## src/rtl/scrambler_seq_ctrl.sv

```systemverilog
// -----------------------------------------------------------------------------
// scrambler_seq_ctrl
//
// Frame sequencer wrapped around a WIDTH-stage XOR-feedback shift register
// (LFSR scrambler). On start it latches a seed and a frame length. It then
// scrambles exactly frame_len bits from a bit-serial source and passes them
// to a bit-serial sink. Both sides use a valid/ready handshake. When the
// frame ends it pulses done.
//
// Optional feature (macro SCR_APPEND_STATE_EN):
//   When this macro is defined, the final register contents follow the data
//   bits. They are emitted MSB first as WIDTH extra bits before done. When
//   it is undefined, the frame ends as soon as the last data bit has been
//   consumed.
//
// Parameters:
//   WIDTH  shift-register length (>= 2)
//   TAPS   feedback tap mask; bit i set puts state[i] into the XOR
//   LEN_W  width of frame_len and bit_cnt
//
// Ports:
//   d_clk      in   clock, rising edge
//   d_rst_n    in   asynchronous active-low reset
//   start      in   begin frame (sampled only in IDLE)
//   frame_len  in   number of data bits in the frame (latched with start)
//   seed       in   initial register value (latched with start)
//   abort      in   synchronous abort back to IDLE, no done
//   in_valid   in   source bit valid
//   in_data    in   source bit
//   in_ready   out  controller accepts in_data this cycle
//   out_valid  out  out_data valid
//   out_data   out  scrambled (or appended) bit
//   out_ready  in   sink accepts out_data
//   busy       out  controller not in IDLE
//   done       out  one-cycle pulse at frame end
//   bit_cnt    out  data bits accepted in the current frame
// -----------------------------------------------------------------------------
module scrambler_seq_ctrl #(
  parameter int               WIDTH = 3,
  parameter logic [WIDTH-1:0] TAPS  = 3'b110,
  parameter int               LEN_W = 8
) (
  input  logic             d_clk,
  input  logic             d_rst_n,
  input  logic             start,
  input  logic [LEN_W-1:0] frame_len,
  input  logic [WIDTH-1:0] seed,
  input  logic             abort,
  input  logic             in_valid,
  input  logic             in_data,
  output logic             in_ready,
  output logic             out_valid,
  output logic             out_data,
  input  logic             out_ready,
  output logic             busy,
  output logic             done,
  output logic [LEN_W-1:0] bit_cnt
);

`ifdef SCR_APPEND_STATE_EN
  typedef enum logic [2:0] {
    IDLE   = 3'd0,
    LOAD   = 3'd1,
    RUN    = 3'd2,
    DRAIN  = 3'd3,
    APPEND = 3'd4
  } state_t;

  localparam int IDX_W = (WIDTH > 2) ? $clog2(WIDTH) : 1;

  // Position in lfsr of the appended bit currently on out_data.
  logic [IDX_W-1:0] idx;
  logic [IDX_W-1:0] idx_m1;
`else
  typedef enum logic [2:0] {
    IDLE   = 3'd0,
    LOAD   = 3'd1,
    RUN    = 3'd2,
    DRAIN  = 3'd3
  } state_t;
`endif

  state_t           state;
  logic [WIDTH-1:0] lfsr;
  logic [WIDTH-1:0] seed_q;
  logic [LEN_W-1:0] len_q;
  logic             fb;
  logic             xfer;
  logic             last_bit;

  // The output register can take a new bit when it is empty or is being
  // drained in this same cycle.
  assign in_ready = (state == RUN) && (!out_valid || out_ready);
  assign busy     = (state != IDLE);
  assign xfer     = in_valid && in_ready;
  assign last_bit = (bit_cnt == (len_q - LEN_W'(1)));

  always_comb begin
    fb = in_data ^ (^(lfsr & TAPS));
  end

`ifdef SCR_APPEND_STATE_EN
  assign idx_m1 = idx - IDX_W'(1);
`endif

  always_ff @(posedge d_clk or negedge d_rst_n) begin
    if (!d_rst_n) begin
      state     <= IDLE;
      lfsr      <= '0;
      seed_q    <= '0;
      len_q     <= '0;
      bit_cnt   <= '0;
      out_valid <= 1'b0;
      out_data  <= 1'b0;
      done      <= 1'b0;
`ifdef SCR_APPEND_STATE_EN
      idx       <= '0;
`endif
    end else begin
      done <= 1'b0;
      if (abort && (state != IDLE)) begin
        // Abort drops any pending output bit and suppresses done.
        state     <= IDLE;
        out_valid <= 1'b0;
      end else begin
        case (state)
          IDLE: begin
            // Abort beats start, even in IDLE.
            if (start && !abort) begin
              seed_q <= seed;
              len_q  <= frame_len;
              if (frame_len != '0) begin
                state <= LOAD;
              end else begin
                // An empty frame completes immediately without leaving IDLE.
                done <= 1'b1;
              end
            end
          end

          // ---- LOAD: seed the register, clear the counter ----
          LOAD: begin
            lfsr    <= seed_q;
            bit_cnt <= '0;
            state   <= RUN;
          end

          // ---- RUN: scramble one bit per accepted transfer ----
          RUN: begin
            if (xfer) begin
              lfsr      <= {lfsr[WIDTH-2:0], fb};
              out_data  <= fb;
              out_valid <= 1'b1;
              bit_cnt   <= bit_cnt + LEN_W'(1);
              if (last_bit) begin
                state <= DRAIN;
              end
            end else if (out_ready) begin
              out_valid <= 1'b0;
            end
          end

          // ---- DRAIN: wait for the last data bit to leave ----
          DRAIN: begin
            if (!out_valid || out_ready) begin
`ifdef SCR_APPEND_STATE_EN
              state     <= APPEND;
              out_valid <= 1'b1;
              out_data  <= lfsr[WIDTH-1];
              idx       <= IDX_W'(WIDTH - 1);
`else
              state     <= IDLE;
              out_valid <= 1'b0;
              done      <= 1'b1;
`endif
            end
          end

`ifdef SCR_APPEND_STATE_EN
          // ---- APPEND: shift out the frozen register, MSB first ----
          APPEND: begin
            if (out_ready) begin
              if (idx == '0) begin
                state     <= IDLE;
                out_valid <= 1'b0;
                done      <= 1'b1;
              end else begin
                idx      <= idx_m1;
                out_data <= lfsr[idx_m1];
              end
            end
          end
`endif

          default: begin
            state     <= IDLE;
            out_valid <= 1'b0;
          end
        endcase
      end
    end
  end

endmodule

```

## config.mk

```make
export PLATFORM = sky130hd
export DESIGN_NAME = scrambler_seq_ctrl
export DESIGN_NICKNAME = d
export VERILOG_FILES = /design/src/rtl/scrambler_seq_ctrl.sv
export SDC_FILE = /design/constraint.sdc
export NUM_CORES = 1
export LEC_CHECK = 0
export CAP_MARGIN = 10
export CORE_ASPECT_RATIO = 2
export CORE_MARGIN = 2
export CORE_UTILIZATION = 35
export CTS_CLUSTER_DIAMETER = 30
export DETAILED_ROUTE_END_ITERATION = 8
export PLACE_DENSITY = 0.65
export SLEW_MARGIN = 20
export SYNTH_ARGS = -nofsm -noshare
export SYNTH_HDL_FRONTEND = slang
export SYNTH_SLANG_ARGS = --single-unit
```

## constraint.sdc

```tcl
create_clock -name d_clk -period 1.9 [get_ports d_clk]
set_input_delay 0.19 -clock d_clk [delete_from_list [all_inputs] [get_ports d_clk]]
set_output_delay 0.19 -clock d_clk [all_outputs]
set_load 0.03 [all_outputs]
```

---- After elaboration in Yosys (flattened, before gate mapping) ----
Cells that the tools add are included.
W data, S select, Z words.
cells by class
  add/sub/neg operators ................... 2
  equal/unequal tests ..................... 12
  multiplexer cells ....................... 21
  bitwise operators ....................... 2
  reduce and logical (&&, ||, !) cells .... 18
operators by type and width
  operator               count
  $mux W3                7
  $pmux W8 S2            1
  $pmux W3 S4            1
  $reduce_and A3 Y1      4
  $ne A3 B3 Y1 const B   3
  $add A8 B1 Y8 const B  1
  $eq A8 B8 Y1           1
  $mux W1                8
  $mux W8                1
  $reduce_bool A8 Y1     1
  $sub A8 B1 Y8 const B  1
  $eq A3 B2 Y1 const B   2
  $ne A3 B2 Y1 const B   2
  $pmux W3 S2            1
  $reduce_and A5 Y1      1
  $logic_and A1 B1 Y1    4
  $ne A4 B3 Y1 const B   1
  $eq A3 B1 Y1 const B   1
  $logic_not A3 Y1       1
  $pmux W1 S3            1
  $reduce_bool A3 Y1     1
  $reduce_xor A3 Y1      1
  $logic_not A1 Y1       2
  $ne A2 B1 Y1 const B   1
  7 further kinds        7
storage, ports and cells
  flip-flop bits (word level) ............. 28
  input port bits ......................... 18
  output and inout port bits .............. 13
  logic and storage cells ................. 63

---- Logic depth before layout (Yosys ltp) ----
  depth after elaboration ................. 7
  mapped depth ............................ 9
  gate-level depth less buffers ........... 8

---- Worst setup path after synthesis ----
No wires, ideal clock.
  path kind ............................... register -> register
  from .................................... reg bit_cnt[7]
  to ...................................... reg state[1]
  setup time .............................. 0.128 ns
  arrival ................................. 1.755 ns
  data required time ...................... 1.772 ns
  path slack .............................. 0.017 ns
  stages on the path, launching flop included .. 7
  buffers on the path ..................... 0
  clock period less this slack ............ 1.883 ns
  cells stage by stage .................... dfrtp_1 > xnor2_1 > or4b_1 > nor3_1 > o2111a_1 > o221ai_2 > mux2i_1
on the way
  longest elaborated chain between the ends .. 3
RTL lines
  item                                line  text
  start, declared                     57    output logic [LEN_W-1:0] bit_cnt
  start signal, assigned              154   bit_cnt <= bit_cnt + LEN_W'(1);
  $eq A8 B8 Y1                        96    assign last_bit = (bit_cnt == (len_q - LEN_W'(1)));
  $ne A3 B2 Y1 (no source line)       -
  $reduce_and A5 Y1 (no source line)  -
  end signal, assigned                108   state <= IDLE;
  end signal, assigned                123   state <= IDLE;
  end signal, assigned                133   state <= LOAD;
  end, declared                       83    state_t state;
No other way between the ends.
A chain may end at the register's enable or synchronous reset.

---- Worst setup path after layout ----
  from .................................... reg len_q[0]
  to ...................................... reg state[1]
on the way
  longest elaborated chain between the ends .. 4
RTL lines
  item                                line  text
  start, declared                     86    logic [LEN_W-1:0] len_q;
  start signal, assigned              131   len_q <= frame_len;
  $sub A8 B1 Y8                       96
  $eq A8 B8 Y1                        96
  $ne A3 B2 Y1 (no source line)       -
  $reduce_and A5 Y1 (no source line)  -
No other way between the ends.

==> metrics.csv <==
metric,value,unit
outcome,"complete, but fails checks",
violations,negative setup slack,
final_nets,232,
core-area,4300,µm²
gp_congestion,0.884,
setup_viol,1,
max_stage_delay,0.55,ns
critPathArrivalTime,2.13,ns
drtIter0Drc,25,
vias,1320,
clock-sinks,27,
slew_headroom,73.2,%
synth-seq-cells,27,
drt_pass1_iterations,4,
final_cell_mix,"clkdlybuf4s50_1 (28), dfrtp_1 (27), buf_4 (22)",
maxSlewViolCount,0,
wl_per_cell,13.3,µm
r2r-end,state[1],
clock_skew,0.00608,ns
grt_usage,15.6,%
hold_ws,0.298,ns
yosysWarnings,0,
first_global_vias,1359,
r2r_start,len_q[0],
crit_top_cell,o221ai_2,
min_path_type,in -> async,
netlist_area,1540,µm²
antenna_found_initial,0,
power_density,1310,nW/µm²
routed_wl,3.48,mm
route.detailed.drc,0,
drive_above_1_share,21.7,%
grt_max_degree,28,
clk_path_buf_depth,2,
ant_nets,0,
start_util,35.9,%
multiInputGateArea,848,µm²
synth_nets,178,
io_pins,31,
io_buffers,30,
dp_hpwl,2.75,mm
path_clk_slew,0.09,ns
die_h,97.9,µm
crit_start,len_q[0],
clock.fmax,517,MHz
cts_tree,done,
cts_hold_buf,0,
cap_violations,0,
period_minus_slack,1.93,ns
synth_cell_types,29,
cp_top_family,simple AND/OR/NAND/NOR gates,
overflow,0,
ys_seq_area_share,43.8,%
fp.dieW,51.0,µm
avgSynthCellArea,10.0,µm²
crit_slowest_cell,or4_4,
seqCellArea,676,µm²
path_depth,6,
cp_cell_sequence,"or4_4, o221ai_2, nand3_1, o2111a_1, o221ai_2, mux2i_1",
diodes,0,
ctsHtreeMaxLevel,1,
design.die.area,4990,µm²
dp_slack,-0.0376,ns
crit_type,reg -> reg,
cp-start-kind,flop,
crit_required,2.10,ns
areaGrowthSynthToFinish,36.6,%
p_leak,0.948,nW
utilization,49.1,%
tightest_slew,0.401,ns
fin_ws,-0.0327,ns
placed_cells,255,
rrSetupSlack,-0.03,ns
hold_viol,0,
setup.worst_path.end,state[1],
avgViaCountPerCell,5.06,
ir_worst_vdd,877,µV
endpoint_kind,flop,
timing.final.crit_share,102,%
cts_buffers,3,
r2r_cells,6,
crit_fanout,4,
rsz0062_at_grt,true,
netlist_instances,154,
insertion_delay,0.27,ns
grt_pass1_wl,5.95,mm
final_common_cell,clkdlybuf4s50_1,
num_rows,34,
cts_root_buf,clkbuf_8,
crit_buf_inv,0,
instances_no_fill,261,
fillers,436,
[synth_stat cells, drive strengths merged]
library cell  count  area [µm²]
a21oi             4        20.0
and2              1        6.26
and3              1        6.26
and3b             1        8.76
buf               1        7.51
clkbuf            1        3.75
dfrtp            27         676
ha                6        75.1
inv               5        18.8
mux2             11         124
mux2i             4        40.0
nand2            21        78.8
nand3             6        30.0
nand4             4        25.0
nor2             16        60.1
nor2b             5        31.3
nor3              3        20.0
nor3b             2        20.0
nor4              3        18.8
o2111a            2        22.5
o21ai             7        35.0
o221ai            2        30.0
o31ai             1        7.51
or4               1        11.3
or4b              1        10.0
xnor2            10        87.6
xor2              8        70.1
[state kept, by name (all words and copies together), names as in the netlist]
| name | count |
|---|---|
| seed_q | 3 |
| state | 2 |
| out_valid | 1 |
| len_q | 8 |
| out_data | 1 |
| done | 1 |
| lfsr | 3 |
| bit_cnt | 8 |
[kinds of logic (layout without fill, tap and decap cells)]
logic type	count (synthesis)	count (layout)	share of synthesized area, %
AO/OA/AOI/OAI	16	16	7.46
XOR/XNOR	18	18	10.2
adder cells (fa/ha/maj)	6	6	4.86
buffers and inverters	7	60	1.94
flip-flops	27	27	43.8
multiplexers	15	15	10.6
AND/OR/NAND/NOR	65	65	21.2
[worst min path at each step]
stage	to	slack, ns	cells past startpoint
floorplan	bit_cnt[0]	-0.11	0
global placement	lfsr[0]	0.48	2
detailed placement	lfsr[0]	0.48	2
CTS	seed_q[0]	0.30	2
global route	out_valid	0.31	2
finish	len_q[7]	0.30	2
[power breakdown]
part | internal (W) | switching (W) | total [W]
combinational | 0.000747 | 0.000743 | 0.00149
sequential | 0.000780 | 0.000167 | 0.000947
clock | 0.000150 | 0.000167 | 0.000317
[final cells by class]
cell class	count	share of cell area, %
well taps	54	3.20
multi-input cells	120	40.2
flip-flops and latches	27	32.0
repair buffers	51	21.5
clock buffers	4	2.14
inverters	5	0.890
[metal layers]
metal | up-vias | track usage (%) | wire length [µm]
li1 | 641 | - | -
met1 | 644 | 17.2 | 1330
met2 | 25 | 27.4 | 1950
met3 | 10 | 1.83 | 63
met4 | 0 | 9.56 | 129
met5 | - | 0 | 0
[per-stage QoR]
step / total power (W) / cell area (µm²) / TNS [ns]
3_5_place_dp: 0.00242 / 2040 / -0.0376
3_3_place_gp: 0.00240 / 2040 / 0
2_1_floorplan: 0.00187 / 1540 / 0
5_1_grt: 0.00298 / 2110 / -0.245
6_report: 0.00275 / 2110 / -0.0327
4_1_cts: 0.00276 / 2100 / -0.0429
[timing repair]
item	4_1_cts	5_1_grt
setup endpoints to repair	2	5
pin swaps	0	1
gates resized for setup	1	4
setup buffers	2	0
[worst register-to-register path, delay by kind of cell, from the launching register on]
family          cells  cell delay [ns]
compound gates      3             0.60
simple gates        2             0.65
flops               1             0.41
mux                 1             0.21
(Power assumes the default switching activity.)
==> RTL change 1, RTL diff (same settings) <==
Add a define of `SCR_APPEND_STATE_EN`.
--- a/src/rtl/scrambler_seq_ctrl.sv
+++ b/src/rtl/scrambler_seq_ctrl.sv
@@ -35,6 +35,8 @@
 //   done       out  one-cycle pulse at frame end
 //   bit_cnt    out  data bits accepted in the current frame
 // -----------------------------------------------------------------------------
+`define SCR_APPEND_STATE_EN
+
 module scrambler_seq_ctrl #(
   parameter int               WIDTH = 3,
   parameter logic [WIDTH-1:0] TAPS  = 3'b110,
Function: changed (a bounded check fails within 10 cycles, from zero or initial values and one cycle with d_rst_n low).
==> RTL change 1 against the original RTL <==
- final cell count is 16% higher
- total power rose by 22%
- worst setup slack improved by 0.14 ns
- synthesized area increased by 24%
- final area up 17%
- critical path depth unchanged
- routed wire length increased by 34%
- via count up 25%
- sequential power up 16%
- clock skew grew 0.0016 ns
- worst hold slack lost 0.0052 ns
- sequential cell count up 3
- largest cell class unchanged
==> RTL change 1: results (changes against the original RTL) <==
logic_synthesis:
  synth_cell_type_count: 54  # +86%
  post_synth_main_area_contributors: "sky130_fd_sc_hd__dfrtp_1 39%, sky130_fd_sc_hd__mux2_2 7.6%, sky130_fd_sc_hd__xnor2_1 5.9%"
  synth.avg_cell_area_sq_um: 9.64  # -3.8%
  synthXorXnorAreaFrac: 0.0730  # -0.0291
  synth_top_cells_by_count: "30 x sky130_fd_sc_hd__dfrtp_1, 20 x sky130_fd_sc_hd__nor2_1, 13 x sky130_fd_sc_hd__mux2_2, 13 x sky130_fd_sc_hd__xnor2_1, 12 x sky130_fd_sc_hd__nand2_1"
  yosys.area_share.adder: 0.0196  # -0.0291
  synthesized_flop_and_latch_total: 30  # +11%
placed_design:
  dpl-instance-area_sq_um: 2370  # +16%
  finalWeightedCongestion: 0.863  # -2.4%
  dp_hpwl_mm: 3.63  # +32%
final_layout:
  layout-drive-gt1-share: 0.193  # -0.0240
  nNonClkBuffers: 49  # -3.9%
  share_of_the_final_layout_cell_area_in_multi_input_gates: 0.444  # +0.0416
  seq-cell-share: 0.304  # -0.0163
  nClkBuffers: 6  # +2
  clock_cell_area_share: 0.0334  # +0.0121
  fill_cells: 537  # +23%
  inverters_excl_clock: 7  # +2
  comb.multi_input.count: 151  # +26%
clock_tree:
  clkSlewWorstSetupHoldPaths_ns: 0.06  # -0.03 ns
  clkLatencyLatePin_ns: 0.29  # +0.02 ns
  cts_htree_levels: 2  # +1
  cts_made_buffers: 5  # +2
pwr:
  vdd_drop_max_mv: 0.755  # -14%
outcome:
  status: "finished, final reports clean"
worst_setup_path:
  worstPathMaxFanout: 5  # +1
  timing.critical_path.slowest_stage_cell: "sky130_fd_sc_hd__or3b_1"
  arr_time_crit_path_ns: 1.96  # -0.17 ns
  worst_r2r_startpoint: "state[0]"
  critical_path.top_delay_family: "compound AO/OA/AOI/OAI gates"
  critical_path.startpoint: "state[0]"
  setup.reg_to_reg.worst_slack_ns: 0.11  # +0.14 ns
route:
  dr_total_vias: 1648  # +25%
  finalWirelength_mm: 4.67  # +34%
  dr.first_iter.drc_count: 30  # +20%
sta:
  final_worst_path_period_share: 0.943  # -0.0745
  worst_skew_ns: 0.00767  # +0.00159 ns
global_routing:
  global_route.usage.met2: 0.311  # +0.0372
  grt_first_pass_wirelength_mm: 7.84  # +32%
floorplan:
  die-area_sq_um: 6130  # +23%
RTL change 1: cell types whose count changed in the layout (fill, tap and decap cells not counted), sizes merged, moves of 4 or more:
| cell | delta |
|---|---|
| a21oi | +6 |
| nand2 | -9 |
| nand2b | +4 |
| nor2 | +4 |
| xor2 | -5 |
RTL change 1: worst min path at each step:
stage / to / depth (start not counted) / slack (ns)
global placement: seed_q[1] / 1 / 0.49
global route: len_q[7] / 2 / 0.33
detailed placement: seed_q[1] / 1 / 0.50
CTS: state[1] / 2 / 0.30
finish: bit_cnt[3] / 2 / 0.29
floorplan: bit_cnt[0] / 0 / -0.11
RTL change 1: per-layer routing:
layer | up-vias | wire length (microns)
li1 | 811 | -
met1 | 793 | 1680
met2 | 34 | 2650
met3 | 10 | 187
met4 | 0 | 150
met5 | - | 0
RTL change 1: what timing repair did:
| action | CTS | global route |
|---|---|---|
| pin swaps | 0 | 0 |
| endpoints found under the setup margin | 1 | 4 |
| resized for setup | 1 | 3 |
==> RTL change 2, RTL diff (config.mk and constraints unchanged) <==
Made on the original files. Reset style: synchronous (`d_rst_n`), changed in one clocked block. Comments in the files are not updated.
--- a/src/rtl/scrambler_seq_ctrl.sv
+++ b/src/rtl/scrambler_seq_ctrl.sv
@@ -103,7 +103,7 @@
   assign idx_m1 = idx - IDX_W'(1);
 `endif
 
-  always_ff @(posedge d_clk or negedge d_rst_n) begin
+  always_ff @(posedge d_clk) begin
     if (!d_rst_n) begin
       state     <= IDLE;
       lfsr      <= '0;
Check against the original RTL: differs if d_rst_n is asserted again (counterexample within 4 cycles, from zero or initial values and one cycle with d_rst_n low); with d_rst_n held inactive, the same outputs for 10 cycles.
==> RTL change 2 against the original RTL <==
- the flow still finishes with violations (setup timing)
- total power decreased by 31%
- final area increased by 1.3%
- synthesized cell count increased by 17%
- synthesized area decreased by 0.32%
- routed wire length increased by 11%
- sequential cell count unchanged
- maximum frequency increased by 0.69%
- worst setup slack improved by 0.013 ns
- critical path type unchanged
- critical endpoint is now state[0]
- highest routed layer unchanged
==> RTL change 2: results (changes against the original RTL) <==
worst_setup_path:
  arr_time_crit_path_ns: 2.11  # -0.02 ns
  critical_path.reg2reg.endpoint: "state[0]"
  worstPathMaxFanout: 2  # -2
  critical_path.startpoint: "len_q[1]"
  critical_path.top_delay_family: "compound AO/OA/AOI/OAI gates"
  max_stage_delay_ns: 0.52  # -0.03 ns
placed_design:
  dpl-instance-area_sq_um: 2080  # +1.7%
  dp_hpwl_mm: 3.18  # +16%
route:
  dr.first_iter.drc_count: 23  # -8.0%
  route.detailed.wl_per_inst_microns: 13.4  # +0.90%
  avgViaCountPerCell: 5.06  # about the same
final_layout:
  clock_cell_area_share: 0.0217  # +0.000310
  inverters_excl_clock: 6  # +1
  share_of_the_final_layout_cell_area_in_multi_input_gates: 0.448  # +0.0458
  nNonClkBuffers: 57  # +12%
  seq-cell-share: 0.255  # -0.0656
sta:
  setup_violations: 1  # unchanged
  setup_total_negative_slack_ns: -0.0194  # +0.0133 ns
  max-slew-margin-rel: 0.751  # +0.0185
  worst_skew_ns: 0.00330  # -0.00278 ns
  post-route-worst-setup-slack_ns: -0.0194  # +0.0133 ns
pwr:
  vdd_drop_max_mv: 0.735  # -16%
  leakage_component_of_the_power_nw: 0.843  # -11%
outcome:
  status: "finished, violations left"
  violations: "setup timing"
min_path:
  min_path_type: "reg2reg"
global_routing:
  grt_first_pass_wirelength_mm: 6.44  # +8.4%
logic_synthesis:
  seq_area_frac_synth: 0.351  # -0.0864
  async_reset_ff_frac: 0  # -1.00
  synth_fp_nets: 204  # +15%
  synth_top_cells_by_count: "27 x sky130_fd_sc_hd__dfxtp_1, 22 x sky130_fd_sc_hd__nand2_1, 22 x sky130_fd_sc_hd__nand3_1"
clock_tree:
  count_of_cells_resized_by_post_cts_repair: 3  # +2
RTL change 2: power breakdown:
part | leakage, nW | switching, mW | total (mW) | internal [mW]
Combinational | 0.597 | 0.468 | 0.874 | 0.406
Clock | 0.0255 | 0.184 | 0.331 | 0.147
Sequential | 0.221 | 0.0602 | 0.704 | 0.644
RTL change 2: layer usage:
metal,vias up,GRT usage,share of wire
met3,8,0.0138,0.019
met4,0,0.0769,0.024
met1,680,0.173,0.38
li1,738,-,-
met2,30,0.330,0.58
met5,-,0,0
RTL change 2: kinds of logic after synthesis:
logic type | count (synthesis) | synth area share
flip-flops | 27 | 0.351
XOR/XNOR | 16 | 0.0911
adder cells (fa/ha/maj) | 6 | 0.0488
AND/OR/NAND/NOR | 82 | 0.274
AO/OA/AOI/OAI | 31 | 0.166
multiplexers | 5 | 0.0325
buffers and inverters | 13 | 0.0366
